File: src/rtl/pcap_dma_pkg.sv
// Shared definitions for the PCAP DMA block controller: status codes, FSM states, word size.
package pcap_dma_pkg;

   localparam int WORD_BYTES = 4;

   localparam logic [3:0] ST_NONE           = 4'd0;
   localparam logic [3:0] ST_BLOCK_FINISHED = 4'd1;
   localparam logic [3:0] ST_CAPT_FINISHED  = 4'd2;
   localparam logic [3:0] ST_TIMEOUT        = 4'd3;
   localparam logic [3:0] ST_DISARM         = 4'd4;
   localparam logic [3:0] ST_ADDR_ERROR     = 4'd5;
   localparam logic [3:0] ST_INT_DISARM     = 4'd6;

   typedef enum logic [1:0] {
      S_IDLE   = 2'd0,
      S_ACTIVE = 2'd1,
      S_FLUSH  = 2'd2
   } state_t;

endpackage

File: src/rtl/pcap_dma_addr_queue.sv
// Two-entry DMA address queue (cur/next). A push into a full queue overwrites next;
// pop promotes next to cur; clear_next drops a stale next entry while keeping cur.
module pcap_dma_addr_queue #(
   parameter int AW = 32
) (
   input  logic          clk,
   input  logic          rst_n,
   input  logic          push,
   input  logic [AW-1:0] push_addr,
   input  logic          pop,
   input  logic          clear_next,
   output logic [AW-1:0] cur_addr,
   output logic [AW-1:0] next_addr,
   output logic          cur_valid,
   output logic          next_valid
);

   logic [AW-1:0] cur_nxt, next_nxt;
   logic          cur_valid_nxt, next_valid_nxt;

   // Pop first, then drop stale next, then push into whichever slot is free.
   always_comb begin
      cur_nxt        = cur_addr;
      next_nxt       = next_addr;
      cur_valid_nxt  = cur_valid;
      next_valid_nxt = next_valid;
      if (pop) begin
         cur_nxt        = next_addr;
         cur_valid_nxt  = next_valid;
         next_valid_nxt = 1'b0;
      end
      if (clear_next) begin
         next_valid_nxt = 1'b0;
      end
      if (push) begin
         if (!cur_valid_nxt) begin
            cur_nxt       = push_addr;
            cur_valid_nxt = 1'b1;
         end else begin
            next_nxt       = push_addr;
            next_valid_nxt = 1'b1;
         end
      end
   end

   always_ff @(posedge clk or negedge rst_n) begin
      if (!rst_n) begin
         cur_addr   <= '0;
         next_addr  <= '0;
         cur_valid  <= 1'b0;
         next_valid <= 1'b0;
      end else begin
         cur_addr   <= cur_nxt;
         next_addr  <= next_nxt;
         cur_valid  <= cur_valid_nxt;
         next_valid <= next_valid_nxt;
      end
   end

endmodule

File: src/rtl/pcap_dma_block_ctrl.sv
// Device-side PCAP DMA responder: buffers samples into host-addressed blocks and reports IRQ status.
// Optional idle-timeout block close is built only when PCAP_DMA_TIMEOUT_EN is defined.
module pcap_dma_block_ctrl
   import pcap_dma_pkg::*;
#(
   parameter int AW = 32,
   parameter int DW = 32,
   parameter int TW = 32
) (
   input  logic          clk_i,
   input  logic          reset_n_i,
   input  logic          arm_i,
   input  logic          disarm_i,
   input  logic          enable_i,
   input  logic          overflow_i,
   input  logic [AW-1:0] dmaaddr_i,
   input  logic          dmaaddr_wstb_i,
   input  logic [AW-1:0] block_size_i,
   input  logic [TW-1:0] timeout_i,
   input  logic          irq_status_rstb_i,
   input  logic [DW-1:0] smpl_i,
   input  logic          smpl_valid_i,
   output logic          smpl_ready_o,
   output logic [AW-1:0] wr_addr_o,
   output logic [DW-1:0] wr_data_o,
   output logic          wr_valid_o,
   input  logic          wr_ready_i,
   input  logic          wr_idle_i,
   output logic          irq_o,
   output logic [3:0]    irq_status_o,
   output logic [31:0]   smpl_count_o,
   output logic          active_o
);

   state_t        state, state_nxt;
   logic [AW-1:0] byte_cnt, byte_cnt_inc;
   logic [AW-1:0] q_cur, q_next;
   logic          q_cur_valid, q_next_valid;
   logic          q_pop, q_clear_next;
   logic          enable_d, enable_fall;
   logic          accept, blk_end, tmo_hit, cnt_clr;
   logic          set_irq;
   logic [3:0]    irq_code, pend_code, pend_code_nxt;
   logic [31:0]   irq_cnt;

   pcap_dma_addr_queue #(.AW(AW)) u_addr_queue (
      .clk        (clk_i),
      .rst_n      (reset_n_i),
      .push       (dmaaddr_wstb_i),
      .push_addr  (dmaaddr_i),
      .pop        (q_pop),
      .clear_next (q_clear_next),
      .cur_addr   (q_cur),
      .next_addr  (q_next),
      .cur_valid  (q_cur_valid),
      .next_valid (q_next_valid)
   );

   assign active_o     = (state == S_ACTIVE);
   assign smpl_ready_o = active_o & wr_ready_i & ~irq_o;
   assign accept       = smpl_valid_i & smpl_ready_o;
   assign byte_cnt_inc = byte_cnt + (accept ? AW'(WORD_BYTES) : '0);
   assign blk_end      = accept & (byte_cnt_inc >= block_size_i);
   assign enable_fall  = enable_d & ~enable_i;

`ifdef PCAP_DMA_TIMEOUT_EN
   logic [TW-1:0] idle_cnt;

   assign tmo_hit = active_o && (timeout_i != '0) && (byte_cnt != '0) && !accept && !irq_o
                    && ((idle_cnt + TW'(1)) == timeout_i);

   // Idle time only accumulates while ingest is actually possible.
   always_ff @(posedge clk_i or negedge reset_n_i) begin
      if (!reset_n_i) begin
         idle_cnt <= '0;
      end else if (active_o && !accept && !irq_o && !tmo_hit) begin
         idle_cnt <= idle_cnt + TW'(1);
      end else begin
         idle_cnt <= '0;
      end
   end
`else
   logic tmo_unused;
   assign tmo_unused = ^timeout_i;
   assign tmo_hit    = 1'b0;
`endif

   // Event arbitration: a block end without a follow-on address outranks every stop request.
   always_comb begin
      state_nxt     = state;
      q_pop         = 1'b0;
      q_clear_next  = 1'b0;
      cnt_clr       = 1'b0;
      set_irq       = 1'b0;
      irq_code      = ST_NONE;
      irq_cnt       = 32'(byte_cnt_inc >> 2);
      pend_code_nxt = pend_code;
      case (state)
         S_IDLE: begin
            if (arm_i) begin
               if (q_cur_valid) begin
                  state_nxt    = S_ACTIVE;
                  q_clear_next = 1'b1;
                  cnt_clr      = 1'b1;
               end else begin
                  set_irq  = 1'b1;
                  irq_code = ST_ADDR_ERROR;
                  irq_cnt  = '0;
               end
            end
         end
         S_ACTIVE: begin
            if ((blk_end || tmo_hit) && !q_next_valid) begin
               state_nxt     = S_FLUSH;
               pend_code_nxt = ST_ADDR_ERROR;
            end else if (overflow_i) begin
               state_nxt     = S_FLUSH;
               pend_code_nxt = ST_INT_DISARM;
            end else if (disarm_i) begin
               state_nxt     = S_FLUSH;
               pend_code_nxt = ST_DISARM;
            end else if (enable_fall) begin
               state_nxt     = S_FLUSH;
               pend_code_nxt = ST_CAPT_FINISHED;
            end else if (tmo_hit) begin
               set_irq  = 1'b1;
               irq_code = ST_TIMEOUT;
               q_pop    = 1'b1;
               cnt_clr  = 1'b1;
            end else if (blk_end) begin
               set_irq  = 1'b1;
               irq_code = ST_BLOCK_FINISHED;
               q_pop    = 1'b1;
               cnt_clr  = 1'b1;
            end
         end
         S_FLUSH: begin
            if (wr_idle_i && !wr_valid_o) begin
               set_irq   = 1'b1;
               irq_code  = pend_code;
               state_nxt = S_IDLE;
            end
         end
         default: state_nxt = S_IDLE;
      endcase
   end

   always_ff @(posedge clk_i or negedge reset_n_i) begin
      if (!reset_n_i) begin
         state     <= S_IDLE;
         pend_code <= ST_NONE;
         byte_cnt  <= '0;
         enable_d  <= 1'b0;
      end else begin
         state     <= state_nxt;
         pend_code <= pend_code_nxt;
         byte_cnt  <= cnt_clr ? '0 : byte_cnt_inc;
         enable_d  <= enable_i;
      end
   end

   // Single-entry output stage; ingest needs wr_ready_i, so a held word drains as the next loads.
   always_ff @(posedge clk_i or negedge reset_n_i) begin
      if (!reset_n_i) begin
         wr_valid_o <= 1'b0;
         wr_addr_o  <= '0;
         wr_data_o  <= '0;
      end else if (accept) begin
         wr_valid_o <= 1'b1;
         wr_addr_o  <= q_cur + byte_cnt;
         wr_data_o  <= smpl_i;
      end else if (wr_ready_i) begin
         wr_valid_o <= 1'b0;
      end
   end

   // A new interrupt wins over a same-cycle acknowledge.
   always_ff @(posedge clk_i or negedge reset_n_i) begin
      if (!reset_n_i) begin
         irq_o        <= 1'b0;
         irq_status_o <= ST_NONE;
         smpl_count_o <= '0;
      end else if (set_irq) begin
         irq_o        <= 1'b1;
         irq_status_o <= irq_code;
         smpl_count_o <= irq_cnt;
      end else if (irq_status_rstb_i) begin
         irq_o <= 1'b0;
      end
   end

endmodule

File: config.mk
export PLATFORM = sky130hd
export DESIGN_NAME = pcap_dma_block_ctrl
export DESIGN_NICKNAME = d
export VERILOG_FILES = /design/src/rtl/pcap_dma_pkg.sv /design/src/rtl/pcap_dma_addr_queue.sv /design/src/rtl/pcap_dma_block_ctrl.sv
export SDC_FILE = /design/constraint.sdc
export NUM_CORES = 1
export LEC_CHECK = 0
export CORE_ASPECT_RATIO = 1.2
export CORE_MARGIN = 3
export CORE_UTILIZATION = 54
export CTS_BUF_LIST = sky130_fd_sc_hd__clkbuf_8
export CTS_CLUSTER_DIAMETER = 100
export DETAILED_ROUTE_END_ITERATION = 8
export PLACE_DENSITY = 0.95
export SYNTH_ARGS = -nofsm -noshare
export SYNTH_HDL_FRONTEND = slang
export SYNTH_SLANG_ARGS = --single-unit
File: constraint.sdc
create_clock -name clk_i -period 9.11 [get_ports clk_i]
set_clock_uncertainty 0.05 [all_clocks]
set_input_delay 0.911 -clock clk_i [delete_from_list [all_inputs] [get_ports clk_i]]
set_output_delay 0.911 -clock clk_i [all_outputs]
set_load 0.05 [all_outputs]
==> flow_summary.ini, run 1 <==
[route]
viasPerCell = 5.46
ant_nets = 0
drt-initial-drc-count = 566
firstDrtPassIters = 5
vias = 8400
drt-wirelength-per-cell_um = 17.5
drt-total-wl_um = 27000
drc = 0

[final_layout]
n_antenna_cell = 0
final_nets = 1459
syn2layout_area_growth_pct = 28.2
layout_common_cells = 206 x clkdlybuf4s50_1, 201 x dfrtp_1, 164 x nand2_1
drive_above_1_share = 0.0772
final_common_cell = clkdlybuf4s50_1

[synthesis]
synth_top_cell_by_area = dfrtp_1
ys_ff_latch = 201
synth_top_area_frac = 0.483
seq_area_frac_synth = 0.483
netlist_instances = 1053
avgSynthCellArea_um2 = 9.89
synth_area_leaders = dfrtp_1 48%, ha_1 7.4%, nand2_1 5.9%, nor2_1 4.3%, mux2_4 4.0%
synth_cell_types = 56
async_reset_ff_frac = 1.00
synth-edff-count = 0
synth_top_flop_cell = dfrtp_1
netlist_area_um2 = 10400
ys_warn_count = 0

[power_and_ir_drop]
power_switching_w = 0.00127
p_int_w = 0.00191
power_density_nw_per_um2 = 238
ir_worst_vdd_v = 0.000177
power_w = 0.00318
clkPwrFrac = 0.252
p_sw_frac = 0.399
p_comb_frac = 0.380
pwr-share-seq = 0.368
leakagePower_nw = 6.62

[setup_path]
critPathArrivalTime_ns = 7.90
worstSetupEndpointType = register
cp_slowest_cell = and3_2
path_delay_family = simple AND/OR/NAND/NOR gates
crit_fanout = 70
critPathMaxStageDelay_ns = 1.02
cp_num_buf_inv = 3
crit_top_cell = ha_1
cp.required_ns = 9.50
worstSetupPathType = reg2reg
crit_chain = nand2b_2, clkinv_2, and3_4, nand2_2, inv_2, ha_1, nand2_1, nor4_1, nand4_1, xor2_1, inv_1, ha_1, a21oi_1, o21ai_0, a2111oi_0, nand3_1, a32oi_1, nand4b_4, and3_2, mux2_1
cp-start-kind = register

[cts]
post_cts_resized = 0
cts_made_buffers = 31
post_cts_buffers = 0
clock_sinks = 201
cts_max_path_buffers = 3
cts_root_buf = clkbuf_8
path_clk_slew_ns = 0.06
hold_buffers = 0
cts.htree.levels = 1
cts_tree = yes
clock_latency_ns = 0.56

[global_route]
grt_pass1_wl_um = 43200
overflow = 0
grt_start_max_net_pins = 135
antenna_found_initial = 0
track_usage = 0.252
first_global_vias = 8818

[die]
core_region_area_um2 = 18900
die_h_um = 158
initial_core_util = 0.550
die_x_um = 133
num_rows = 55
die_area_um2 = 21000
io_pins = 243

[timing]
fin_crit_ns = 7.51
maxSlewViolCount = 0
max_freq_mhz = 133
setup_viol = 0
tns_ns = 0
tightest_slew_ns = 1.19
timing.final.crit_share = 0.824
rsz0062_at_grt = no
hold_viol_final = 0
maxSlewHeadroom = 0.204

[placement]
gp_congestion = 0.863
place_hpwl_um = 19300
portBuffers = 207

[run_status]
status = finished, final reports clean

[worst_hold_path]
hold_class = reg2reg

[flow_run]
drv_cap = 0
-- cell families (layout without fill, tap and decap cells) --
family / after synthesis / in the layout / share of synthesized area
DFF: 201 / 201 / 0.483
xor gates and xnor gates: 57 / 57 / 0.0479
AOI/OAI and AO/OA: 153 / 153 / 0.0841
and+or+nand+nor: 367 / 367 / 0.153
adders and majority gates: 62 / 62 / 0.0745
other: 1 / 3 / 0.000360
muxes: 96 / 96 / 0.110
buffers and inverters: 116 / 344 / 0.0470
-- layer usage --
layer  global-route usage  routed length [µm]
met1                0.285                9980
met2                0.462               14100
met3               0.0318                1270
met4                0.146                1590
met5                    0                   0
-- worst reg2reg max path: stages, from the launching register on --
cell	delay (ns)
dfrtp_1	0.44
nand2b_2	0.26
clkinv_2	0.12
and3_4	0.20
nand2_2	0.07
inv_2	0.52
ha_1	0.35
nand2_1	0.14
nor4_1	0.90
nand4_1	0.22
xor2_1	0.33
inv_1	0.08
ha_1	0.29
a21oi_1	0.13
o21ai_0	0.12
a2111oi_0	0.41
nand3_1	0.15
a32oi_1	0.43
nand4b_4	0.76
and3_2	1.02
mux2_1	0.40
-- power groups by stage --
stage	sequential [W]	combinational, W	clock, W
after floorplan	0.00168	0.000261	0
after global placement	0.00117	0.00118	0
after detailed placement	0.00119	0.00121	0
after CTS	0.00117	0.00122	0.000815
after global routing	0.00119	0.00127	0.000857
final	0.00117	0.00121	0.000802
-- metrics by stage --
stage | std cells | instance area [µm²] | hold slack [ns] | setup WS, ns | utilization
after CTS | 1539 | 13400 | 0.426 | 1.68 | 0.706
after floorplan | 1055 | 10400 | 0.388 | 3.81 | -
after detailed placement | 1481 | 12700 | 0.411 | 1.20 | 0.669
after global placement | 1481 | 12700 | 0.405 | 1.37 | 0.669
final | 1539 | 13400 | 0.422 | 1.60 | 0.706
after global routing | 1539 | 13400 | 0.449 | 0.969 | 0.706
-- synthesized netlist by cell type, types with 4 or more instances --
library cell	count
a21o_1	8
a21oi_1	67
and3_1	8
buf_1	6
buf_4	6
buf_6	4
clkbuf_1	25
dfrtp_1	201
ha_1	62
inv_1	73
mux2_1	34
mux2_4	28
mux2i_1	33
nand2_1	164
nand3_1	21
nand4_1	16
nor2_1	118
nor2b_1	5
nor3_1	10
o21a_1	4
o21ai_0	49
xnor2_1	18
xor2_1	39
-- sequential cells by signal, summed over array words and instances (netlist names) --
name / cells
enable_d: 1
smpl_count_o: 30
irq_o: 1
byte_cnt: 30
pend_code: 3
state: 2
irq_status_o: 3
wr_valid_o: 1
u_addr_queue.cur_addr: 32
u_addr_queue.next_valid: 1
wr_data_o: 32
u_addr_queue.cur_valid: 1
wr_addr_o: 32
u_addr_queue.next_addr: 32
-- final cells by class --
class | count | area (µm²)
inverters | 75 | 283
flip-flops and latches | 201 | 5030
clock inverters | 12 | 58.8
well taps | 256 | 320
clock buffers | 46 | 633
multi-input cells | 738 | 4920
repair buffers | 211 | 2110
fillers | 1326 | 5570
-- worst paths after layout --
check                                    startpoint  depth (start not counted)                           end  slack, ns
setup / recovery               state[1]$_DFFE_PN0P_                         20  smpl_count_o[29]$_DFFE_PN0P_       1.60
hold / removal             wr_data_o[6]$_DFFE_PN0P_                          2      wr_data_o[6]$_DFFE_PN0P_       0.42
setup reg to reg               state[1]$_DFFE_PN0P_                         20  smpl_count_o[29]$_DFFE_PN0P_       1.60
hold reg to reg            wr_data_o[6]$_DFFE_PN0P_                          2      wr_data_o[6]$_DFFE_PN0P_       0.42
max in group asynchronous                 reset_n_i                          2  smpl_count_o[22]$_DFFE_PN0P_       7.00
min in group asynchronous                 reset_n_i                          1     wr_data_o[26]$_DFFE_PN0P_       0.50
Power figures use the tool's default switching activity.
==> inputs of run 2 (changes only) <==
CORE_UTILIZATION = 52   (was 54)
PLACE_DENSITY = 0.94   (was 0.95)
clock period = 6.97 ns   (was 9.11 ns; I/O delays follow)
==> flow_summary.ini, run 2 (synthesized netlist as in run 1, its figures left out) <==
[run_status]
status = finished, final reports clean

[timing]
maxSlewHeadroom = 0.342
fin_crit_ns = 5.64
maxSlewViolCount = 0
hold_viol_final = 0
hold_slack_ns = 0.261
rsz0062_at_grt = no
max_freq_mhz = 177
timing.final.crit_share = 0.810
tightest_slew_ns = 0.987
layout_setup_ws_ns = 1.33
tns_ns = 0
setup_viol = 0

[die]
die_h_um = 161
num_rows = 56
die_x_um = 135
core_region_area_um2 = 19600
initial_core_util = 0.531
die_area_um2 = 21800
io_pins = 243

[final_layout]
final_common_cell = clkdlybuf4s50_1
fillers = 1446
n_antenna_cell = 0
syn2layout_area_growth_pct = 29.0
drive_above_1_share = 0.0804
multi_input_area_um2 = 4930
final_util = 0.685
layout_common_cells = 206 x clkdlybuf4s50_1, 201 x dfrtp_1, 164 x nand2_1
register_area_um2 = 5030
final_nets = 1471

[setup_path]
worstSetupEndpointType = register
crit_fanout = 32
reg2reg_slack_ns = 1.33
cp.required_ns = 7.32
crit_chain = nand2b_2, clkinv_2, and3_4, nand2_4, inv_2, ha_1, nand2_1, nor4_1, buf_4, nand4_1, xor2_1, inv_1, ha_1, a21oi_1, o21ai_0, a2111oi_0, nand3_1, a32oi_1, nand4b_4, and3_2, buf_4, mux2_1
critPathArrivalTime_ns = 5.99
critPathMaxStageDelay_ns = 0.51
worstSetupPathType = reg2reg
cp-start-kind = register
cp_slowest_cell = buf_4

[route]
drt-wirelength-per-cell_um = 17.4
drc = 0
drt-total-wl_um = 27100
ant_nets = 0
drt-initial-drc-count = 466
viasPerCell = 5.44
vias = 8461
firstDrtPassIters = 5

[power_and_ir_drop]
clkPwrFrac = 0.257
ir_worst_vdd_v = 0.000252
power_density_nw_per_um2 = 311
p_sw_frac = 0.398
power_switching_w = 0.00166
leakagePower_nw = 6.68
p_comb_frac = 0.376
p_int_w = 0.00252
pwr-share-seq = 0.367

[cts]
cts_tree = yes
hold_buffers = 0
cts_root_buf = clkbuf_8
clock_sinks = 201
post_cts_buffers = 0
post_cts_resized = 0
cts_made_buffers = 35
cts.htree.levels = 2
cts_max_path_buffers = 3
path_clk_slew_ns = 0.06
clock_latency_ns = 0.53

[placement]
dpl_worst_slack_ns = 0.951
gp_congestion = 0.877
portBuffers = 207
place_hpwl_um = 19400

[global_route]
grt_start_max_net_pins = 125
overflow = 0
track_usage = 0.246
antenna_found_initial = 0
first_global_vias = 8706
grt_pass1_wl_um = 43400

[flow_run]
drv_cap = 0

[worst_hold_path]
hold_class = in2async
[run 2: changes by cell type in the layout (fill, tap and decap cells not counted), sizes merged]
cell,previous run,this run
clkinvlp,0,1
bufinv,0,1
inv,81,87
clkinv,6,4
buf,4,12
clkbuf,47,44
[run 2: cell type report]
| cell class | count | area share |
|---|---|---|
| timing repair buffer | 219 | 0.161 |
| multi-input combinational | 738 | 0.367 |
| sequential | 201 | 0.374 |
| clock inverter | 18 | 0.00792 |
| inverter | 75 | 0.0211 |
| clock buffer | 43 | 0.0441 |
| tap | 261 | 0.0243 |
[run 2: power groups by stage]
stage	combinational (W)	clock, W	sequential (W)
finish	0.00157	0.00107	0.00153
global route	0.00166	0.00115	0.00156
CTS	0.00158	0.00110	0.00153
detailed placement	0.00158	0	0.00155
global placement	0.00155	0	0.00154
floorplan	0.000341	0	0.00219
[run 2: through the flow]
step	instances	power (W)	instance area [µm²]
6_report	1555	0.00418	13400
5_1_grt	1555	0.00437	13400
4_1_cts	1555	0.00421	13400
3_5_place_dp	1494	0.00313	12700
3_3_place_gp	1494	0.00308	12700
2_1_floorplan	1055	0.00253	10400
[run 2: worst paths after layout]
check                                          from                                   to  depth (start not counted)
max                            state[1]$_DFFE_PN0P_          smpl_count_o[0]$_DFFE_PN0P_                         22
min                                       reset_n_i            wr_addr_o[18]$_DFFE_PN0P_                          1
max reg2reg                    state[1]$_DFFE_PN0P_          smpl_count_o[0]$_DFFE_PN0P_                         22
min reg2reg                wr_data_o[5]$_DFFE_PN0P_             wr_data_o[5]$_DFFE_PN0P_                          2
max in group asynchronous                 reset_n_i  u_addr_queue.cur_addr[31]$_DFF_PN0_                          2
min in group clk_i         wr_data_o[5]$_DFFE_PN0P_             wr_data_o[5]$_DFFE_PN0P_                          2
[run 2: layer usage]
layer / GRT usage / vias up / part of all wire
met5: 0 / - / 0
met3: 0.0583 / 81 / 0.077
li1: - / 3969 / -
met2: 0.423 / 359 / 0.49
met4: 0.0958 / 0 / 0.037
met1: 0.299 / 4052 / 0.40
[run 2: worst max-delay path: cells and delay by family (launching register included)]
family | cells | cell delay, ns
AND/OR/NAND/NOR | 9 | 1.70
AO/OA/AOI/OAI | 4 | 1.13
buffers and inverters | 5 | 0.99
adder cells (fa/ha/maj) | 2 | 0.51
flip-flops | 1 | 0.44
multiplexers | 1 | 0.38
XOR/XNOR | 1 | 0.31
==> inputs of run 3 (changes only) <==
CORE_UTILIZATION = 47   (was 52)
PLACE_DENSITY = 0.9   (was 0.94)
clock period = 5 ns   (was 6.97 ns; I/O delays follow)
==> flow_summary.ini, run 3 (synthesized netlist as in run 1, its figures left out) <==
[timing]
fin_crit_ns = 4.82
maxSlewViolCount = 0
hold_viol_final = 3
maxSlewHeadroom = 0.357
layout_setup_ws_ns = 0.175
timing.final.crit_share = 0.965
hold_slack_ns = -0.00830
tightest_slew_ns = 0.964
max_freq_mhz = 207
setup_viol = 0

[final_layout]
layoutNonFillerInstCount = 1593
layout_common_cells = 206 x clkdlybuf4s50_1, 200 x dfrtp_1, 164 x nand2_1
final_common_cell = clkdlybuf4s50_1
final_util = 0.634
final_nets = 1500
design_area_um2 = 13800
drive_above_1_share = 0.101
syn2layout_area_growth_pct = 32.1

[power_and_ir_drop]
power_density_nw_per_um2 = 422
ir_worst_vdd_v = 0.000358
leakagePower_nw = 6.85

[global_route]
overflow = 0
antenna_found_initial = 2
track_usage = 0.230
grt_pass1_wl_um = 44600
first_global_vias = 8961
grt_start_max_net_pins = 95

[cts]
hold_buffers = 0
cts_max_path_buffers = 3
clock_sinks = 201
path_clk_slew_ns = 0.06
clock_latency_ns = 0.51
cts_made_buffers = 35
cts_root_buf = clkbuf_8
cts.htree.levels = 2
cts_tree = yes

[run_status]
violations = negative hold slack
status = finished, violations left

[die]
num_rows = 59
die_area_um2 = 24000
initial_core_util = 0.480
die_h_um = 169
die_x_um = 142
core_region_area_um2 = 21700
io_pins = 243

[placement]
dp_cells = 1534
portBuffers = 207
place_area_um2 = 13000
place_hpwl_um = 20500
gp_congestion = 0.924
dpl_worst_slack_ns = -0.171

[setup_path]
cp.required_ns = 5.33
critPathArrivalTime_ns = 5.16
cp-start-kind = register
worstSetupEndpointType = register
crit_fanout = 13
worstSetupPathType = reg2reg

[route]
drt-initial-drc-count = 530
drt-total-wl_um = 27900
drt-wirelength-per-cell_um = 17.5
ant_nets = 0
drc = 0
firstDrtPassIters = 6
viasPerCell = 5.39
vias = 8593

[worst_hold_path]
hold_class = in2async

[flow_run]
drv_cap = 0
==> run 3: path summary, 6_finish.rpt <==
check / startpoint / endpoint / slack [ns] / cells past startpoint
setup / recovery: state[0]$_DFFE_PN0P_ / smpl_count_o[0]$_DFFE_PN0P_ / 0.18 / 22
hold / removal: reset_n_i / wr_addr_o[3]$_DFFE_PN0P_ / -0.008 / 1
setup reg to reg: state[0]$_DFFE_PN0P_ / smpl_count_o[0]$_DFFE_PN0P_ / 0.18 / 22
hold reg to reg: wr_data_o[14]$_DFFE_PN0P_ / wr_data_o[14]$_DFFE_PN0P_ / 0.42 / 2
max in group asynchronous: reset_n_i / byte_cnt[22]$_DFF_PN0_ / 3.66 / 2
min in group clk_i: enable_i / enable_d$_DFF_PN0_ / 0.42 / 1
==> run 3: layout make-up <==
class                           instances  area [µm²]
Antenna cell                            2        5.00
Clock buffer                           40         551
Clock inverter                         15        88.8
Fill cell                            1710        7950
Inverter                               75         283
Multi-Input combinational cell        738        4960
Sequential cell                       201        5030
Tap cell                              274         343
Timing Repair Buffer                  248        2490
==> run 3: power breakdown <==
group | total, W | internal (W) | switching, W
Combinational | 0.00225 | 0.000756 | 0.00149
Clock | 0.00142 | 0.000773 | 0.000644
Sequential | 0.00214 | 0.00195 | 0.000188
Total | 0.00580 | 0.00348 | 0.00232
==> run 3: routing by layer <==
| metal | vias up | share of wire | track usage |
|---|---|---|---|
| met3 | 94 | 0.052 | 0.0432 |
| met1 | 4208 | 0.38 | 0.268 |
| li1 | 4027 | - | - |
| met5 | - | 0 | 0 |
| met4 | 0 | 0.054 | 0.115 |
| met2 | 264 | 0.51 | 0.403 |
==> run 3: critical path, stage by stage (launching register included) <==
cell      delay (ns)
dfrtp_2         0.45
nand2b_2        0.14
clkinv_2        0.14
and3_4          0.21
nand2_2         0.09
inv_2           0.05
ha_1            0.21
buf_4           0.15
and2_0          0.18
buf_4           0.16
nand3_1         0.09
xor2_1          0.20
inv_1           0.07
ha_1            0.30
a211o_1         0.32
a22oi_1         0.19
a21oi_1         0.11
a211o_1         0.34
a32oi_2         0.27
nand4b_4        0.21
and3_4          0.24
buf_12          0.17
mux2_1          0.33
==> run 3: repair_timing <==
action,4_1_cts,5_1_grt
setup endpoints to repair,0,130
buffers inserted,0,1
gates resized for setup,0,7
==> run 3: stage by stage <==
stage / TNS (ns) / power (W)
3_3_place_gp: 0 / 0.00434
6_report: 0 / 0.00580
2_1_floorplan: 0 / 0.00353
5_1_grt: -0.246 / 0.00608
4_1_cts: 0 / 0.00584
3_5_place_dp: -7.23 / 0.00440
